<file path="src/rtl/scan_ctrl_pkg.sv">
// Shared encodings for the scan chain controller: FSM states and shift modes.
package scan_ctrl_pkg;

  typedef enum logic [1:0] {
    S_IDLE  = 2'd0,
    S_SHIFT = 2'd1,
    S_DONE  = 2'd2
  } state_t;

  localparam logic MODE_LOAD   = 1'b0;
  localparam logic MODE_ROTATE = 1'b1;

endpackage

</file>
<file path="src/rtl/scan_bit_counter.sv">
// Bit index counter for a scan pass; terminal flags the last bit of the pass.
module scan_bit_counter #(
  parameter int LEN_W = 8
) (
  input  logic             clk,
  input  logic             rst,
  input  logic             clear,
  input  logic             enable,
  input  logic [LEN_W-1:0] len_q,
  output logic [LEN_W-1:0] count,
  output logic             terminal
);

  always_ff @(posedge clk) begin
    if (rst || clear)
      count <= '0;
    else if (enable)
      count <= count + LEN_W'(1);
  end

  assign terminal = (count == len_q - LEN_W'(1));

endmodule

</file>
<file path="src/rtl/scan_chain_controller.sv">
// Host-side scan initiator: shifts a latched image into a scan chain for len
// clocks while capturing the image shifted out of it.
module scan_chain_controller
  import scan_ctrl_pkg::*;
#(
  parameter int MAX_LEN = 128,
  parameter int LEN_W   = $clog2(MAX_LEN + 1)
) (
  input  logic               clk,
  input  logic               rst,
  input  logic               start,
  input  logic               mode,
  input  logic [LEN_W-1:0]   len,
  input  logic [MAX_LEN-1:0] tx_data,
  output logic               busy,
  output logic               done,
  output logic [MAX_LEN-1:0] rx_data,
  output logic               scan_enable,
  output logic               scan_in,
  input  logic               scan_out
);

  state_t             state, state_next;
  logic [MAX_LEN-1:0] tx_q;
  logic [LEN_W-1:0]   len_q;
  logic [LEN_W-1:0]   len_clamped;
  logic               mode_q;
  logic [LEN_W-1:0]   bit_idx;
  logic               terminal;
  logic               counter_clear;
  logic               counter_en;
  logic               accept;
  logic               tx_bit;

  assign len_clamped = (len > LEN_W'(MAX_LEN)) ? LEN_W'(MAX_LEN) : len;
  assign accept      = (state == S_IDLE) && start;

  scan_bit_counter #(.LEN_W(LEN_W)) u_bit_counter (
    .clk      (clk),
    .rst      (rst),
    .clear    (counter_clear),
    .enable   (counter_en),
    .len_q    (len_q),
    .count    (bit_idx),
    .terminal (terminal)
  );

  always_ff @(posedge clk) begin
    if (rst)
      state <= S_IDLE;
    else
      state <= state_next;
  end

  always_ff @(posedge clk) begin
    if (rst) begin
      tx_q   <= '0;
      len_q  <= '0;
      mode_q <= MODE_LOAD;
    end else if (accept) begin
      tx_q   <= tx_data;
      len_q  <= len_clamped;
      mode_q <= mode;
    end
  end

  // Capture happens on the same edge the chain shifts, so rx_data[k] is the
  // chain's last-register value before shift k. Untouched bits hold.
  always_ff @(posedge clk) begin
    if (rst) begin
      rx_data <= '0;
    end else if (state == S_SHIFT) begin
      for (int i = 0; i < MAX_LEN; i++) begin
        if (bit_idx == LEN_W'(i))
          rx_data[i] <= scan_out;
      end
    end
  end

  always_comb begin
    state_next    = state;
    busy          = 1'b0;
    done          = 1'b0;
    scan_enable   = 1'b0;
    counter_clear = 1'b0;
    counter_en    = 1'b0;
    case (state)
      S_IDLE: begin
        counter_clear = 1'b1;
        if (start)
          state_next = (len_clamped == '0) ? S_DONE : S_SHIFT;
      end
      S_SHIFT: begin
        busy        = 1'b1;
        scan_enable = 1'b1;
        counter_en  = 1'b1;
        if (terminal)
          state_next = S_DONE;
      end
      S_DONE: begin
        done          = 1'b1;
        counter_clear = 1'b1;
        state_next    = S_IDLE;
      end
      default: state_next = S_IDLE;
    endcase
  end

  // Rotate feeds the chain output straight back; scan_out comes from a chain
  // register, so this path has no combinational loop.
  always_comb begin
    tx_bit = 1'b0;
    for (int i = 0; i < MAX_LEN; i++) begin
      if (bit_idx == LEN_W'(i))
        tx_bit = tx_q[i];
    end
  end

  always_comb begin
    scan_in = 1'b0;
    if (state == S_SHIFT)
      scan_in = (mode_q == MODE_ROTATE) ? scan_out : tx_bit;
  end

endmodule
</file>
<file path="config.mk">
export PLATFORM = sky130hd
export DESIGN_NAME = scan_chain_controller
export DESIGN_NICKNAME = d
export VERILOG_FILES = /design/src/rtl/scan_ctrl_pkg.sv /design/src/rtl/scan_bit_counter.sv /design/src/rtl/scan_chain_controller.sv
export SDC_FILE = /design/constraint.sdc
export NUM_CORES = 1
export LEC_CHECK = 0
export ABC_AREA = 1
export CORE_MARGIN = 1
export CORE_UTILIZATION = 35
export DETAILED_ROUTE_END_ITERATION = 8
export PLACE_DENSITY_LB_ADDON = 0.08
export SETUP_SLACK_MARGIN = 0.5
export SLEW_MARGIN = 10
export SYNTH_ARGS = -nofsm -noshare
export SYNTH_HDL_FRONTEND = slang
export SYNTH_SLANG_ARGS = --single-unit
</file>
<file path="constraint.sdc">
create_clock -name clk -period 8.1 [get_ports clk]
set_clock_uncertainty 0.15 [all_clocks]
set_input_delay 1.215 -clock clk [delete_from_list [all_inputs] [get_ports clk]]
set_output_delay 1.215 -clock clk [all_outputs]
set_load 0.03 [all_outputs]
</file>
==> reports/summary.txt <==
outcome = finished with violations
failing checks = DRC, setup timing
placement-stage cell area = 16440 um^2
Max Cap Viol = 0
Vias/cell = 4.974
share of post-route cells with drive strength above 1 = 9.897%
CP delay by family, top = simple AND/OR/NAND/NOR gates
total global routing overflow = 0
Post-Syn Area = 12740 um^2
NumNets Final = 2367
Hold Crit Class = reg -> reg
drt first pass iters = 7
syn nets = 2087
critical path class = reg -> out
most frequent cells in the layout = 414 x nor2_1, 298 x nand2_1, 271 x dfxtp_1
cts bufs inserted = 31
worst skew pair latency = 570 ps
CP endpoint kind = output port
CTS tree = done
Post-Route WL = 46920 um
GRT Util Overall = 24.53%
io pins = 273
grt met2 use = 40.16%
Clk pwr share = 42.4%
initial drt markers = 803
pwr dens = 185.0 nW/um^2
worst-path fanout max = 4
Max Slew Vio Count = 0
WP data required = 6730 ps
period utilisation layout = 126.4%
worst slew pin tran = 1093 ps
row count = 69
Rel. slew slack = 26.73%
Syn Area/Cell = 6.565 um^2
Final ANT Viol Nets = 0
final setup vio count = 1
CTS root buffer = clkbuf_16
Sink Count = 275
logic gate share of total power = 12.6%
most common cell after layout, fill and taps aside = nor2_1
DRC = 39
Worst Setup Start Kind = flop
multiplexer share of the synthesized area = 0%
leak pwr = 6.530 nW
arrival time at the worst endpoint = 8870 ps
fmax = 97.70 MHz
Reg-to-Reg Start = state[0]
die width = 192.8 um
post-route insts no fill = 2705
gpl congestion = 0.8570
core area = 35660 um^2
Post-Synth XOR/XNOR Area = 0.6873%
Net Sw Power = 0.8732 mW
antenna violations before repair = 2
die span in y = 192.8 um
hold_buf cts = 0
Initial Util = 35.74%
Core Util, Final = 49.29%
Max clock buf depth = 3
largest family of logic cells by synthesized area = simple AND/OR/NAND/NOR gates
WL per Instance = 17.35 um
Hold Startpoint = rx_data[37]
H-tree depth = 1
internal power = 2.379 mW
Ys Warns = 0
post-synthesis sequential area ratio = 43.20%
most common cell type on the critical path = nand2_1
Compound-Gate Fraction of Synth Area = 16.60%
first-pass GRT wire length = 69880 um
Crit path buffers/inverters = 3
met3 usage = 4.110%
synthesis-stage register bit count = 275
peak supply drop = 163.4 uV
final hold slack = 310.3 ps
Placed Cells = 2647
sw frac = 26.85%
Post-Synth Simple-Gate Area = 30.11%
vias in the first global route = 12390
total chip power = 3.252 mW
Most Used Layer, Global Route = met2
Setup WS post-layout = -2136 ps
Fin. Hold Viols = 0
adder-cell share of the synthesized area = 0.4909%
Setup crit start = u_bit_counter.count[1]
pre-CTS setup slack = -2296 ps
slowest cell delay on critical path = 380 ps
full die area = 37180 um^2
port bufs = 272
Slowest-stage cell, CP = dfxtp_4
RSZ-0062 raised after global routing = true
share of power burned in registers = 45.1%
met1 usage = 32.82%
synthesis-to-layout area growth = 37.91%
clock period minus worst slack = 10240 ps
Synth Instances = 1941
pin count of the biggest net entering global routing = 174
TNS Setup = -2136 ps
Reg clk slew, reported paths = 60 ps
synth unique cells = 33
Detail Placement HPWL = 29940 um
Via Count = 13455
Finished Cell Area = 17570 um^2
-- power by group through the flow --
stage | logic, mW | registers [mW] | clock network (mW)
2_1_floorplan | 0.248 | 1.48 | 0
3_3_place_gp | 0.405 | 1.49 | 0
3_5_place_dp | 0.407 | 1.49 | 0
4_1_cts | 0.410 | 1.46 | 1.41
5_1_grt | 0.460 | 1.47 | 1.46
6_report | 0.409 | 1.47 | 1.38
-- layer usage --
metal / routed length [um] / vias up
li1: - / 6806
met1: 21470 / 6174
met2: 20960 / 406
met3: 3085 / 67
met4: 1403 / 2
met5: 10 / -
-- Yosys cell counts --
library cell,instances,area share [%]
o21a_1,1,0.059
xnor2_1,4,0.27
inv_2,7,0.21
o22ai_1,29,1.4
nor2_2,5,0.25
nand3_1,174,6.8
nor3b_1,1,0.059
ha_1,5,0.49
nor3_1,15,0.59
nand2_1,302,8.9
nor2_1,424,12
xor2_1,6,0.41
a21boi_0,1,0.059
a31oi_1,2,0.098
or2_2,12,0.59
nor2_4,1,0.088
clkinv_1,4,0.12
buf_2,1,0.039
a21oi_1,151,5.9
a211oi_1,3,0.18
dfxtp_1,275,43
a2111oi_0,1,0.069
o2111a_1,1,0.088
nand2_2,3,0.15
inv_1,172,5.1
clkbuf_1,109,3.2
a22oi_1,1,0.059
nand3_2,1,0.079
nand4_1,1,0.049
buf_1,7,0.21
o21ai_0,220,8.6
nor4_1,1,0.049
buf_4,1,0.059
-- state kept, by name (all words and copies together) (netlist names) --
| name | cells |
|---|---|
| state | 2 |
| tx_q | 128 |
| u_bit_counter.count | 8 |
| rx_data | 128 |
| mode_q | 1 |
| len_q | 8 |
-- area by class of cell --
class	count	area, um^2
Sequential cell	275	5515
Timing Repair Buffer	365	3442
Clock buffer	43	900.9
Antenna cell	1	2.502
Tap cell	461	576.8
Multi-Input combinational cell	1365	6347
Inverter	183	699.4
Fill cell	3642	18080
Clock inverter	12	90.09
-- worst register-to-register path: cells and delay by family (launching register included) --
family	cells	cell delay, ps
and+or+nand+nor	2	990
DFF	1	370
buffers and inverters	4	1530
AOI/OAI and AO/OA	2	410
-- path summary, 6_finish.rpt --
check	endpoint	slack, ps	cells past startpoint
worst max register to register	rx_data[15]	4500	8
worst max-delay path	scan_in	-2140	132
worst min register to register	rx_data[37]	310	2
worst min-delay path	rx_data[37]	310	2
-- kinds of logic (layout without fill, tap and decap cells) --
kind of cell | count (synthesis) | count (layout)
fa+ha+maj | 5 | 5
xor+xnor | 10 | 10
flops | 275 | 275
other cells | 0 | 1
buf+inv | 301 | 603
simple gates | 940 | 940
compound gates | 410 | 410
-- what timing repair did --
action,CTS,global route
endpoints found under the setup margin,1,1
setup buffers,2,0
resized for setup,14,22
pin swaps,4,4
No activity file was read; power rests on OpenSTA's default activity.
